[src/rtl/dram_block_copier.sv]
// Block copy / fill engine driving one DRAM port: memmove-safe copy (RD/WR per word)
// or constant fill (one word per cycle), with range check, abort and status.
module dram_block_copier #(
    parameter int unsigned ADDR_W  = 16,
    parameter int unsigned DATA_W  = 16,
    parameter int unsigned MEM_TOP = 1024
) (
    input  logic              clk,
    input  logic              rst_n,
    input  logic              start,
    input  logic              mode,
    input  logic [ADDR_W-1:0] src_addr,
    input  logic [ADDR_W-1:0] dst_addr,
    input  logic [ADDR_W-1:0] len,
    input  logic [DATA_W-1:0] fill_data,
    input  logic              abort,
    output logic              busy,
    output logic              done,
    output logic              err,
    output logic [ADDR_W-1:0] words_done,
    output logic              mem_we,
    output logic [ADDR_W-1:0] mem_addr,
    output logic [DATA_W-1:0] mem_wdata,
    input  logic [DATA_W-1:0] mem_rdata
);

    localparam int unsigned SUM_W = ADDR_W + 1;
    localparam logic [SUM_W-1:0] TOP = SUM_W'(MEM_TOP);

    typedef enum logic [2:0] {S_IDLE, S_RD, S_WR, S_FILL, S_DONE} state_t;

    state_t            state_q, state_d;
    logic [ADDR_W-1:0] src_q, src_d, dst_q, dst_d, len_q, len_d, idx_q, idx_d;
    logic [DATA_W-1:0] fill_q, fill_d;
    logic              desc_q, desc_d;
    logic              err_q, err_d;
    logic [ADDR_W-1:0] wd_q, wd_d;
    logic              busy_q, busy_d, done_q, done_d, we_q, we_d, rdsel_q, rdsel_d;
    logic [ADDR_W-1:0] addr_q, addr_d;
    logic [DATA_W-1:0] wdata_q, wdata_d;

    logic [SUM_W-1:0]  src_end, dst_end, src_lim;
    logic              range_err, overlap, last;
    logic [ADDR_W-1:0] idx_step;

    // Operand checks on the raw start inputs, widened by one bit so sums cannot wrap
    always_comb begin
        src_lim   = {1'b0, src_addr} + {1'b0, len};
        src_end   = src_lim - SUM_W'(1);
        dst_end   = {1'b0, dst_addr} + {1'b0, len} - SUM_W'(1);
        range_err = (len != '0) && ((!mode && (src_end > TOP)) || (dst_end > TOP));
        overlap   = !mode && (dst_addr > src_addr) && ({1'b0, dst_addr} < src_lim);
        last      = desc_q ? (idx_q == '0) : (idx_q == len_q - ADDR_W'(1));
        idx_step  = desc_q ? idx_q - ADDR_W'(1) : idx_q + ADDR_W'(1);
    end

    always_comb begin
        state_d = state_q;
        src_d   = src_q;
        dst_d   = dst_q;
        len_d   = len_q;
        idx_d   = idx_q;
        fill_d  = fill_q;
        desc_d  = desc_q;
        err_d   = err_q;
        wd_d    = wd_q;
        case (state_q)
            S_IDLE: begin
                if (start && !abort) begin
                    src_d  = src_addr;
                    dst_d  = dst_addr;
                    len_d  = len;
                    fill_d = fill_data;
                    desc_d = overlap;
                    idx_d  = overlap ? len - ADDR_W'(1) : '0;
                    err_d  = 1'b0;
                    wd_d   = '0;
                    if (len == '0) begin
                        state_d = S_DONE;
                    end else if (range_err) begin
                        state_d = S_DONE;
                        err_d   = 1'b1;
                    end else begin
                        state_d = mode ? S_FILL : S_RD;
                    end
                end
            end
            S_RD: begin
                state_d = abort ? S_DONE : S_WR;
                if (abort) err_d = 1'b1;
            end
            S_WR, S_FILL: begin
                wd_d = wd_q + ADDR_W'(1);
                if (abort) begin
                    state_d = S_DONE;
                    err_d   = 1'b1;
                end else if (last) begin
                    state_d = S_DONE;
                end else begin
                    idx_d   = idx_step;
                    state_d = (state_q == S_WR) ? S_RD : S_FILL;
                end
            end
            S_DONE:  state_d = S_IDLE;
            default: state_d = S_IDLE;
        endcase

        // Outputs are registered as a decode of the next state
        busy_d  = (state_d == S_RD) || (state_d == S_WR) || (state_d == S_FILL);
        done_d  = (state_d == S_DONE);
        we_d    = (state_d == S_WR) || (state_d == S_FILL);
        rdsel_d = (state_d == S_WR);
        wdata_d = (state_d == S_FILL) ? fill_d : '0;
        addr_d  = '0;
        if (state_d == S_RD)   addr_d = src_d + idx_d;
        if (we_d)              addr_d = dst_d + idx_d;
    end

    always_ff @(posedge clk or negedge rst_n) begin
        if (!rst_n) begin
            state_q <= S_IDLE;
            src_q   <= '0;
            dst_q   <= '0;
            len_q   <= '0;
            idx_q   <= '0;
            fill_q  <= '0;
            desc_q  <= 1'b0;
            err_q   <= 1'b0;
            wd_q    <= '0;
            busy_q  <= 1'b0;
            done_q  <= 1'b0;
            we_q    <= 1'b0;
            rdsel_q <= 1'b0;
            addr_q  <= '0;
            wdata_q <= '0;
        end else begin
            state_q <= state_d;
            src_q   <= src_d;
            dst_q   <= dst_d;
            len_q   <= len_d;
            idx_q   <= idx_d;
            fill_q  <= fill_d;
            desc_q  <= desc_d;
            err_q   <= err_d;
            wd_q    <= wd_d;
            busy_q  <= busy_d;
            done_q  <= done_d;
            we_q    <= we_d;
            rdsel_q <= rdsel_d;
            addr_q  <= addr_d;
            wdata_q <= wdata_d;
        end
    end

    // Read data arrives during WR, so the copy path forwards it straight to the port
    assign mem_wdata  = rdsel_q ? mem_rdata : wdata_q;
    assign mem_we     = we_q;
    assign mem_addr   = addr_q;
    assign busy       = busy_q;
    assign done       = done_q;
    assign err        = err_q;
    assign words_done = wd_q;

endmodule

[config.mk]
export PLATFORM = sky130hd
export DESIGN_NAME = dram_block_copier
export DESIGN_NICKNAME = d
export VERILOG_FILES = /design/src/rtl/dram_block_copier.sv
export SDC_FILE = /design/constraint.sdc
export NUM_CORES = 1
export LEC_CHECK = 0
export CORE_MARGIN = 5
export CORE_UTILIZATION = 40
export DETAILED_ROUTE_END_ITERATION = 8
export DONT_BUFFER_PORTS = 1
export GPL_TIMING_DRIVEN = 0
export MAX_ROUTING_LAYER = met4
export SKIP_LAST_GASP = 1
export SLEW_MARGIN = 20
export SYNTH_ARGS = -nofsm -noshare
export SYNTH_HDL_FRONTEND = slang
export SYNTH_SLANG_ARGS = --single-unit
[constraint.sdc]
create_clock -name clk -period 5.4 [get_ports clk]
set_clock_uncertainty 0.05 [all_clocks]
set_input_delay 0.54 -clock clk [delete_from_list [all_inputs] [get_ports clk]]
set_output_delay 0.54 -clock clk [all_outputs]
set_load 0.01 [all_outputs]
* Word-level counts from Yosys, hierarchy flattened
Cells that the tools add are included.
W data, S select, Z words.
** Word-level totals
- Word-level logic and storage cells :: 95
- Register bits :: 137
- Input port bits :: 85
** Cells by class
- Eq/ne operators :: 10
- Add/subtract/negate cells :: 11
- Order comparisons :: 4
- Reduce and logical (&&, ||, !) cells :: 22
- Mux-type cells :: 33
** Operator list (number)
- $mux W16 :: 16
- $pmux W16 S2 :: 2
- $sub A16 B1 Y16 const B :: 3
- $add A16 B16 Y17 :: 2
- $gt A17 B11 Y1 const B :: 2
- $sub A17 B1 Y17 const B :: 2
- $add A16 B1 Y16 const B :: 2
- $add A16 B16 Y16 :: 2
- $logic_not A16 Y1 :: 2
- $mux W3 :: 6
- $lt A16 B17 Y1 :: 1
- $eq A16 B16 Y1 :: 1
- $gt A16 B16 Y1 :: 1
- $reduce_bool A16 Y1 :: 1
- $eq A3 B2 Y1 const B :: 4
- $pmux W3 S3 :: 1
- $eq A3 B1 Y1 const B :: 2
- $logic_and A1 B1 Y1 :: 5
- $mux W1 :: 5
- $logic_or A1 B1 Y1 :: 4
- $mux W2 :: 2
- $reduce_and A2 Y1 :: 2
- $reduce_bool A2 Y1 :: 2
- $eq A3 B3 Y1 const B :: 1
- 8 further kinds :: 9

* Logic depth before layout (Yosys ltp)
Gate-level depths: netlist (run 1).
- Depth after elaboration :: 13
- Mapped depth :: 33

* Least setup slack after synthesis (run 1)
No wires, ideal clock.
- Kind :: in2reg
- Start point :: in src_addr[0]
- End point :: reg addr_q[15], in the netlist mem_addr[15]
- Buffers on the path :: 1
- Stages on the path :: 31
- Library setup time :: 139 ps
- Arrival :: 6930 ps
- Required time :: 5211 ps
- Path slack :: -1720 ps
- Cells stage by stage :: ha_1 inv_1 fa_1 nor2b_1 o31ai_1 nand2b_1 a21o_1 xnor2_1 ha_1 nand4_1 o311ai_0 a21oi_1 maj3_1 maj3_1 o221ai_1 a21oi_1 o211ai_1 clkbuf_1 o221ai_1 ha_1 a21o_1 a2111oi_0 nor3_1 o31a_1 a21o_1 a21o_1 a21oi_1 o21bai_1 xor2_1 xnor2_1 o22ai_1
** RTL lines
- start, declared :: RTL line 12 : input logic [ADDR_W-1:0] src_addr,
- $add A16 B16 Y17 or $gt A16 B16 Y1 (tied branches) :: RTL line 48, 52
- $lt A16 B17 Y1 or $logic_and A1 B1 Y1 (tied branches) :: RTL line 52 : overlap = !mode && (dst_addr > src_addr) && ({1'b0, dst_addr} < src_lim);
- $logic_and A1 B1 Y1 (*) :: RTL line 52
- $mux W16 (*) :: RTL line 75 : idx_d = overlap ? len - ADDR_W'(1) : '0;
- $mux W16 (*) :: RTL line 69 : if (start && !abort) begin
- $pmux W16 S2 (*) :: RTL line 67 : case (state_q)
- net idx_d[2] :: RTL line 33 : logic [ADDR_W-1:0] src_q, src_d, dst_q, dst_d, len_q, len_d, idx_q, idx_d;
- $add A16 B16 Y16 :: RTL line 115 : if (state_d == S_RD) addr_d = src_d + idx_d;
- $mux W16 :: RTL line 115
- $mux W16 (*) :: RTL line 116 : if (we_d) addr_d = dst_d + idx_d;
- net addr_d[15] :: RTL line 39 : logic [ADDR_W-1:0] addr_q, addr_d;
- end signal, assigned :: RTL line 150 : addr_q <= addr_d;
- end, declared :: RTL line 39
The timed path passes the listed nets; every way through them passes the cells marked *.
A chain may end at the register's enable or synchronous reset.

* Worst setup path in the final report (run 1)
- Start point :: in len[0]
- End point :: reg addr_q[15], in the netlist mem_addr[15]
** RTL lines
- start, declared :: RTL line 14 : input logic [ADDR_W-1:0] len,
- $add A16 B16 Y17 :: RTL line 48 : src_lim = {1'b0, src_addr} + {1'b0, len};
- $lt A16 B17 Y1 :: RTL line 52
- $logic_and A1 B1 Y1 :: RTL line 52
- $mux W16 (*) :: RTL line 75
- $mux W16 (*) :: RTL line 69
- $pmux W16 S2 (*) :: RTL line 67
- net idx_d[1] :: RTL line 33
- $add A16 B16 Y16 :: RTL line 115
- $mux W16 :: RTL line 115
- $mux W16 (*) :: RTL line 116
- net addr_d[15] :: RTL line 39
Marks and branches as above.

==> results of run 1 <==
==> final cells by class <==
class	instances	area share, %
Buffer	32	1.34
Inverter	111	3.38
Sequential cell	137	27.6
Antenna cell	1	0.0201
Clock buffer	18	3.45
Clock inverter	14	1.52
Multi-Input combinational cell	966	57.0
Timing Repair Buffer	35	2.40
Tap cell	335	3.37
==> kinds of logic after synthesis <==
| logic type | count (synthesis) | synth area share (%) |
|---|---|---|
| and+or+nand+nor | 394 | 17.4 |
| AOI/OAI and AO/OA | 321 | 19.4 |
| buffers and inverters | 146 | 5.35 |
| DFF | 137 | 32.1 |
| adders and majority gates | 127 | 15.2 |
| xor gates and xnor gates | 102 | 8.36 |
| muxes | 22 | 2.26 |
==> per-layer routing <==
layer / global-route usage, % / vias up
met5: - / -
met4: 5.29 / 0
met3: 6.30 / 39
met2: 33.5 / 260
met1: 28.0 / 4467
li1: - / 4544
==> through the flow <==
stage	area [sq um]	power (mW)
after floorplan	10800	1.95
after global placement	11200	2.15
after detailed placement	11200	2.17
after CTS	12200	3.49
after global routing	12400	3.73
final	12400	3.53
==> worst reg2reg max path, cell delays in order, from the launching register on <==
cell      delay (ps)
dfrtp_1          370
buf_6            130
or4_4            480
buf_6            150
or3_4            370
o31a_1           310
nor3_2           230
nand4_1          230
o311a_4          400
o31ai_4          280
clkbuf_8         220
buf_12           100
nand2_1           80
o221ai_4         110
ha_1             300
o21ai_1          150
o21ai_2           90
a311o_1          380
a21oi_2          150
nor2b_1           60
o21ai_1          110
nand2b_1         120
a211o_1          310
a21oi_2          170
xor2_1           210
mux2i_1          270
o22ai_1          120
==> final timing paths <==
path / endpoint / cells after the start / start / slack (ps)
max: mem_addr[15] / 34 / len[0] / -840
max reg2reg: mem_addr[15] / 26 / len_q[2] / -690
min: wdata_q[11] / 1 / rst_n / 40
max in group asynchronous: idx_q[10] / 1 / rst_n / 4710
min in group clk: len_q[2] / 2 / len[2] / 190
min reg2reg: fill_q[14] / 2 / fill_q[14] / 420
==> flip-flops by register name, indices dropped and copies added (netlist names) <==
register    cells
dst_q          16
fill_q         16
idx_q          16
len_q          16
mem_addr       16
src_q          16
wdata_q        16
words_done     16
state_q         3
busy            1
desc_q          1
done            1
err             1
mem_we          1
rdsel_q         1
==> cell usage in the layout, fill, tap and decap left out, types with 6 or more instances in the layout <==
cell       instances
a211oi_1           7
a21o_1            24
a21oi_1           69
a21oi_2           12
a31oi_1           11
and3_1            13
buf_4             33
clkbuf_1          24
clkbuf_16         17
dfrtp_1          137
ha_1             112
ha_4               6
inv_1            105
mux2_2            16
nand2_1          179
nand2b_1          12
nand3_1           21
nand4_1           11
nor2_1            64
nor2b_1           11
nor3_1            17
nor4_1            11
o2111ai_1          6
o21a_1            11
o21ai_0           86
o21ai_1            7
o21bai_1           7
o221ai_1          10
o22ai_1           10
or3_1             12
xnor2_1           51
xor2_1            49
==> power by group through the flow <==
| stage | Clock (mW) | Sequential [mW] | Combinational (mW) |
|---|---|---|---|
| after floorplan | 0 | 1.19 | 0.761 |
| after global placement | 0 | 1.21 | 0.941 |
| after detailed placement | 0 | 1.21 | 0.956 |
| after CTS | 1.26 | 1.20 | 1.04 |
| after global routing | 1.30 | 1.21 | 1.22 |
| final | 1.23 | 1.20 | 1.09 |
==> what timing repair did <==
| item | 4_1_cts | 5_1_grt |
|---|---|---|
| setup buffers | 22 | 11 |
| resized for setup | 43 | 23 |
| endpoints found under the setup margin | 12 | 11 |
| pin swaps | 44 | 19 |
| hold endpoints to repair | 137 | 0 |
| hold buffers | 1 | 0 |
==> results.tsv, run 1 <==
stage	metric	value	unit
run_status	status	finished, violations left	
run_status	violations	setup timing	
sta	fin_crit_sh	115	%
sta	max_freq	160	MHz
grt	grt_usage	21.6	%
sta	min_period	6240	ps
placed_design	dp_cells	1585	
worst_setup_path	path_common_cell	a21oi_2	
die	ioPinCount	137	
worst_setup_path	worst-path-max-fanout	5	
worst_setup_path	critical-path-slowest-cell	a311o_1	
synthesis	synth_edf_count	0	
sta	slew_headroom	38.4	%
power_and_ir_drop	clockPowerShare	35.0	%
placed_design	io_buffers	0	
sta	hold_viol	0	
worst_setup_path	crit_arrival	6450	ps
sta	holdWs	41.7	ps
route	vias	9310	
power_and_ir_drop	swShare	34.3	%
route	firstDrtPassIters	5	
sta	fin_setup_tns	-3140	ps
grt	antenna_found_initial	1	
power_and_ir_drop	p_leak	5.91	nW
die	die_w	173	um
route	drt_wl_total	32500	um
worst_setup_path	critPathBufInv	4	
route	routed.top_layer	met4	
finish	stdcell_count	1649	
route	vias_per_cell	5.65	
synthesis	synth.top_cells.by_count	180 x nand2_1, 137 x dfrtp_1, 120 x ha_1, 108 x inv_1, 93 x o21ai_0	
power_and_ir_drop	peakVddDrop	203	uV
route	detail_route.wl_per_cell	19.7	um
grt	grt_pass1_vias	9064	
route	ant_nets	0	
sta	worst_pin_slew	915	ps
finish	drive_gt1_share	12.8	%
synthesis	yosys-top-cells-area	dfrtp_1 32%, ha_1 14%, nand2_1 6.3%	
die	initial_core_util	40.8	%
power_and_ir_drop	internal_power	2.32	mW
worst_setup_path	startpoint_type	primary input	
sta	drv_slew	0	
finish	seq_area	3430	sq um
grt	grt_overflow_total	0	
power_and_ir_drop	pwr_density_cell	283	nW/um^2
worst_setup_path	crit_required	5620	ps
synthesis	yosys.area.top_type_share	32.1	%
power_and_ir_drop	pwr-share-comb	31.0	%
die	dieHeight	173	um
die	rows	59	
finish	fill_cells	2504	
power_and_ir_drop	share_seq_of_total_power	34.0	%
synthesis	synth.most_common_cell	nand2_1	
power_and_ir_drop	switchingPower	1.21	mW
grt	grt_start_max_net_pins	138	
route	wl_met1	14800	um
worst_setup_path	critPathTopFamily	compound AO/OA/AOI/OAI gates	
clocking	clock_latency	430	ps
clocking	htreeDepth	4	
sta	setup_ws	-837	ps
route	drc	0	
synthesis	yosys_warnings	0	
synthesis	yosys.area.top_type	dfrtp_1	
die	core	26200	sq um
finish	post-route-util	47.5	%
finish	area_growth	16.4	%
grt	grt_pass1_wl	50200	um
die	dieArea	30100	sq um
synthesis	syn_area_per_cell	8.56	sq um
clocking	clk_pin_slew	60	ps
worst_setup_path	crit_type	in2reg	
worst_setup_path	cp-end-kind	register	
synthesis	syn_nets	1459	
clocking	cts_buffers	17	
sta	setup_viol	7	
clocking	cts_root_buf	clkbuf_16	
route	drt_iter0_markers	518	
clocking	clockBufferDepth	2	
route	route.met3.wl	2460	um
route	met2_wirelength	14600	um
clocking	cts_sinks	137	
synthesis	ys.flop_type	dfrtp_1	
placed_design	finalWeightedCongestion	0.949	
hold_path	hold_path.class	in2async	
sta	rsz0062_at_grt	yes	
finish	nNetsFinal	1510	
job	max-cap-violations	0	
synthesis	netlist_area	10700	sq um
synthesis	synthCells	1249	
finish	multi_input_area	7090	sq um
synthesis	ys_seq_elements	137	
synthesis	synth_cell_type_count	78	
synthesis	ys_seq_area_share	32.1	%
clocking	cts_tree	yes	
worst_setup_path	cpPeakStageDelay	380	ps
placed_design	dp_slack	-2080	ps
synthesis	async_reset_ff_share	100	%
placed_design	place_hpwl	25100	um
Note: power is estimated with default switching activity, not from simulation.
==> inputs of run 2 (changes only) <==
--- a/config.mk
+++ b/config.mk
@@ -9,7 +9,7 @@
 export CORE_UTILIZATION = 40
 export DETAILED_ROUTE_END_ITERATION = 8
 export DONT_BUFFER_PORTS = 1
-export GPL_TIMING_DRIVEN = 0
+export HOLD_SLACK_MARGIN = 0.03
 export MAX_ROUTING_LAYER = met4
 export SKIP_LAST_GASP = 1
 export SLEW_MARGIN = 20
==> constraint.sdc (replaced) <==
create_clock -name clk -period 7.65 [get_ports clk]
set_clock_uncertainty 0.05 [all_clocks]
set_input_delay 0.765 -clock clk [delete_from_list [all_inputs] [get_ports clk]]
set_output_delay 0.765 -clock clk [all_outputs]
set_load 0.01 [all_outputs]
==> results.tsv, run 2 (same netlist as run 1, synthesis figures left out) <==
stage	metric	value	unit	change
sta	fin_crit_sh	93.0	%	
sta	slew_headroom	37.5	%	-0.88 points
finish	nNetsFinal	1451		-3.9%
route	ant_nets	0		unchanged
placed_design	finalWeightedCongestion	0.905		-4.6%
clocking	cts_root_buf	clkbuf_16		
route	firstDrtPassIters	5		unchanged
die	dieArea	30100	sq um	unchanged
worst_setup_path	path_common_cell	a21oi_1		
finish	final_common_cell	nand2_1		
worst_setup_path	worst-path-max-fanout	19		+14
clocking	htreeDepth	4		unchanged
power_and_ir_drop	pwr_density_cell	204	nW/um^2	-28%
clocking	clock_latency	420	ps	about the same
finish	fill_cells	2590		+3.4%
sta	setup_ws	533	ps	+1370 ps
sta	max_freq	141	MHz	
die	rows	59		unchanged
grt	grt_usage	20.9	%	-0.72 points
finish	post-route-util	44.5	%	-3.0 points
placed_design	io_buffers	0		unchanged
clocking	clk_pin_slew	60	ps	about the same
placed_design	dp_cells	1556		-1.8%
die	ioPinCount	137		unchanged
route	detail_route.wl_per_cell	19.4	um	-1.3%
finish	drive_gt1_share	5.91	%	-6.9 points
grt	grt_overflow_total	0		unchanged
power_and_ir_drop	share_seq_of_total_power	35.8	%	+1.8 points
job	max-cap-violations	0		unchanged
worst_setup_path	startpoint_type	primary input		
grt	grt_pass1_vias	8609		-5.0%
placed_design	dp_slack	117	ps	+2190 ps
route	vias_per_cell	5.67		+0.35%
placed_design	place_hpwl	24500	um	-2.4%
worst_setup_path	cpPeakStageDelay	360	ps	-20 ps
run_status	status	complete, no violations		
worst_setup_path	cp-end-kind	register		
worst_setup_path	r2r-start	len_q[0]		
worst_setup_path	crit_arrival	7320	ps	+870 ps
power_and_ir_drop	pwr-share-comb	28.6	%	-2.4 points
power_and_ir_drop	switchingPower	791	uW	-34%
finish	stdcell_count	1588		-3.7%
route	vias	8997		-3.4%
grt	grt_start_max_net_pins	138		unchanged
grt	grt_pass1_wl	48500	um	-3.5%
sta	worst_pin_slew	914	ps	-0.810 ps
sta	rsz0062_at_grt	no		
sta	fin_setup_tns	0	ps	+3140 ps
clocking	cts_resized	0		-100%
finish	antennaDiodeCount	0		-1
route	drt_iter0_markers	556		+7.3%
route	drt_wl_total	30800	um	-5.0%
worst_setup_path	rr_endpoint	mem_addr[15]		
power_and_ir_drop	clockPowerShare	35.6	%	+0.6 points
die	core	26200	sq um	unchanged
clocking	cts_tree	yes		
die	die_w	173	um	unchanged
power_and_ir_drop	internal_power	1.59	mW	-31%
worst_setup_path	critical-path-slowest-cell	maj3_1		
worst_setup_path	crit_type	in2reg		
power_and_ir_drop	p_leak	5.65	nW	-4.4%
sta	hold_viol	0		unchanged
clocking	clockBufferDepth	2		unchanged
clocking	cts_buffers	17		unchanged
die	dieHeight	173	um	unchanged
sta	min_period	7120	ps	
power_and_ir_drop	peakVddDrop	132	uV	-35%
hold_path	hold_path.class	in2async		
worst_setup_path	crit_required	7850	ps	+2230 ps
clocking	cts_sinks	137		unchanged
finish	area_growth	9.10	%	
sta	drv_slew	0		unchanged
worst_setup_path	rrSetupSlack	1040	ps	+1730 ps
clocking	cts-hold-fix-buffers	1		unchanged
worst_setup_path	reg2reg_depth	26		unchanged
sta	setup_viol	0		-7
finish	layout_common_cells	179 x nand2_1, 137 x dfrtp_1, 120 x ha_1		
grt	antenna_found_initial	0		-1
power_and_ir_drop	swShare	33.2	%	-1.1 points
clocking	postCtsSetupBuffers	0		-100%
route	drc	0		unchanged
die	initial_core_util	40.8	%	unchanged
## run 2: cell types whose count changed in the layout (fill, tap and decap cells not counted), sizes merged
cell,previous run,this run
clkbuf,44,18
diode,1,0
clkinvlp,3,2
buf,41,8
## run 2: area by class of cell
| cell class | instances | area, sq um | share of cell area, % |
|---|---|---|---|
| Clock inverter | 13 | 168 | 1.44 |
| Clock buffer | 18 | 439 | 3.77 |
| Timing Repair Buffer | 8 | 92.6 | 0.794 |
| Tap cell | 335 | 419 | 3.60 |
| Inverter | 111 | 417 | 3.57 |
| Sequential cell | 137 | 3430 | 29.4 |
| Multi-Input combinational cell | 966 | 6690 | 57.4 |
## run 2: critical path, delay by kind of cell
family                     cells  cell delay (ps)
AOI/OAI and AO/OA             16             3430
adders and majority gates      6             1720
and+or+nand+nor                5              430
buffers and inverters          3              400
xor gates and xnor gates       2              340
muxes                          1              230
## run 2: worst max-delay path by stage
stage,endpoint,startpoint,cells after the start,slack (ps)
finish,mem_addr[15],src_addr[0],33,530
global route,mem_addr[15],src_addr[0],34,20
CTS,mem_addr[15],src_addr[0],34,530
detailed placement,mem_addr[15],src_addr[0],33,120
global placement,mem_addr[15],src_addr[0],34,130
floorplan,mem_addr[15],src_addr[0],31,310
## run 2: power by group through the flow
stage               Sequential, mW  Combinational [mW]  Clock (mW)
finish                       0.853               0.682       0.848
global placement             0.863               0.653           0
detailed placement           0.865               0.658           0
floorplan                    0.837               0.527           0
global route                 0.860               0.769       0.902
CTS                          0.852               0.681       0.864
## run 2: routing by layer
layer	up-vias	routed length, um	track usage (%)
li1	4413	-	-
met1	4267	14400	28.0
met2	274	13600	31.7
met3	43	2090	4.56
met4	0	784	6.39
met5	-	0	-
## run 2: stage by stage
stage	hold WS [ps]	power, mW	area (sq um)
floorplan	389	1.36	10700
global placement	401	1.52	11000
detailed placement	406	1.52	11000
CTS	322	2.40	11700
global route	347	2.53	11700
finish	287	2.38	11700
==> inputs of run 3 (changes only) <==
--- a/config.mk
+++ b/config.mk
@@ -11,6 +11,7 @@
 export DONT_BUFFER_PORTS = 1
 export HOLD_SLACK_MARGIN = 0.03
 export MAX_ROUTING_LAYER = met4
+export PLACE_DENSITY_LB_ADDON = 0.1
 export SKIP_LAST_GASP = 1
 export SLEW_MARGIN = 20
 export SYNTH_ARGS = -nofsm -noshare
==> results.tsv, run 3 (same netlist as run 1, synthesis figures left out) <==
stage	metric	value	unit	change
finish	post-route-util	44.4	%	-0.081 points
sta	min_period	7180	ps	+64.1 ps
worst_setup_path	startpoint_type	primary input		
clocking	cts_root_buf	clkbuf_16		
grt	grt_usage	21.6	%	+0.74 points
clocking	htreeDepth	4		unchanged
worst_setup_path	cp-end-kind	register		
power_and_ir_drop	peakVddDrop	124	uV	-6.3%
worst_setup_path	crit_arrival	7390	ps	+70 ps
route	vias	8832		-1.8%
die	core	26200	sq um	unchanged
sta	hold_viol	0		unchanged
die	dieHeight	173	um	unchanged
clocking	cts_sinks	137		unchanged
worst_setup_path	worst-path-max-fanout	4		-15
finish	final_common_cell	nand2_1		
die	dieArea	30100	sq um	unchanged
grt	grt_pass1_vias	8674		+0.76%
sta	rsz0062_at_grt	no		
grt	grt_pass1_wl	49900	um	+3.0%
grt	antenna_found_initial	0		unchanged
sta	max_freq	139	MHz	-0.89%
worst_setup_path	cpPeakStageDelay	540	ps	+180 ps
placed_design	place_hpwl	25400	um	+3.7%
clocking	cts_tree	yes		
worst_setup_path	path_common_cell	a21o_1		
clocking	clockBufferDepth	2		unchanged
route	drt_wl_total	31800	um	+3.1%
clocking	cts_buffers	17		unchanged
route	detail_route.wl_per_cell	20.0	um	+2.9%
worst_setup_path	crit_type	in2reg		
die	initial_core_util	40.8	%	unchanged
grt	grt_overflow_total	0		unchanged
hold_path	hold_path.class	in2async		
route	vias_per_cell	5.55		-2.0%
finish	layout_common_cells	179 x nand2_1, 137 x dfrtp_1, 120 x ha_1		
die	ioPinCount	137		unchanged
placed_design	io_buffers	0		unchanged
finish	antennaDiodeCount	0		unchanged
route	ant_nets	0		unchanged
sta	worst_pin_slew	856	ps	-58.4 ps
route	drc	0		unchanged
clocking	clk_pin_slew	60	ps	about the same
finish	area_growth	8.90	%	
finish	drive_gt1_share	6.05	%	+0.15 points
worst_setup_path	crit_required	7860	ps	about the same
die	rows	59		unchanged
die	die_w	173	um	unchanged
run_status	status	complete, no violations		
sta	fin_setup_tns	0	ps	unchanged
placed_design	finalWeightedCongestion	0.912		+0.80%
route	firstDrtPassIters	5		unchanged
power_and_ir_drop	p_total	2.36	mW	-1.2%
grt	grt_start_max_net_pins	138		unchanged
sta	setup_viol	0		unchanged
power_and_ir_drop	pwr_density_cell	202	nW/um^2	-0.98%
sta	slew_headroom	41.5	%	+4.0 points
clocking	cts_resized	0		unchanged
route	drt_iter0_markers	503		-9.5%
job	max-cap-violations	0		unchanged
worst_setup_path	critical-path-slowest-cell	a2111oi_0		
clocking	clock_latency	420	ps	about the same
finish	nNetsFinal	1453		+0.14%
sta	holdWs	254	ps	-32.7 ps
power_and_ir_drop	p_leak	5.64	nW	-0.26%
sta	drv_slew	0		unchanged
sta	fin_crit_sh	93.9	%	+0.84 points
-- run 3: path summary, 6_finish.rpt --
path	from	endpoint	slack, ps	depth (start not counted)
max in group asynchronous	rst_n	len_q[4]	6720	1
min reg2reg	fill_q[9]	fill_q[9]	420	2
max	src_addr[0]	mem_addr[15]	470	34
max reg2reg	len_q[0]	mem_addr[15]	920	27
min	rst_n	mem_we	250	1
min in group clk	len[0]	len_q[0]	410	2
-- run 3: power by group --
| part | switching [mW] | leakage, nW | internal [mW] | total (mW) |
|---|---|---|---|---|
| sequential | 0.0649 | 1.80 | 0.789 | 0.854 |
| clock | 0.340 | 0.273 | 0.481 | 0.821 |
| combinational | 0.401 | 3.56 | 0.280 | 0.680 |
-- run 3: cell type report --
cell class / instances / area (sq um)
clock buffer: 18 / 429
clock inverter: 14 / 149
fill: 2608 / 14600
inverter: 111 / 417
multi-input combinational: 966 / 6700
sequential: 137 / 3430
tap: 335 / 419
timing repair buffer: 10 / 95.1
-- run 3: metrics by stage --
| step | area, sq um | worst slack, ps | instances |
|---|---|---|---|
| after floorplan | 10700 | 305 | 1249 |
| after global placement | 11000 | 25.1 | 1557 |
| after detailed placement | 11000 | -68.8 | 1557 |
| after CTS | 11600 | 340 | 1590 |
| after global routing | 11600 | 69.5 | 1591 |
| final | 11600 | 469 | 1591 |
-- run 3: metal layers --
metal | global-route usage [%] | up-vias | part of all wire, %
met5 | - | - | 0
met4 | 7.02 | 0 | 2.9
met3 | 6.46 | 40 | 7.7
met2 | 32.2 | 230 | 43
met1 | 28.3 | 4136 | 46
li1 | - | 4426 | -
-- run 3: repair_timing --
item	CTS	global route
hold endpoints to repair	137	0
hold buffers	1	0
endpoints found under the setup margin	0	2
setup buffers	0	1
-- run 3: worst max-delay path: cells and delay by family --
family | cells | cell delay (ps)
simple gates | 4 | 300
fa+ha+maj | 6 | 1720
xor+xnor | 3 | 460
buf+inv | 4 | 570
compound gates | 17 | 3570
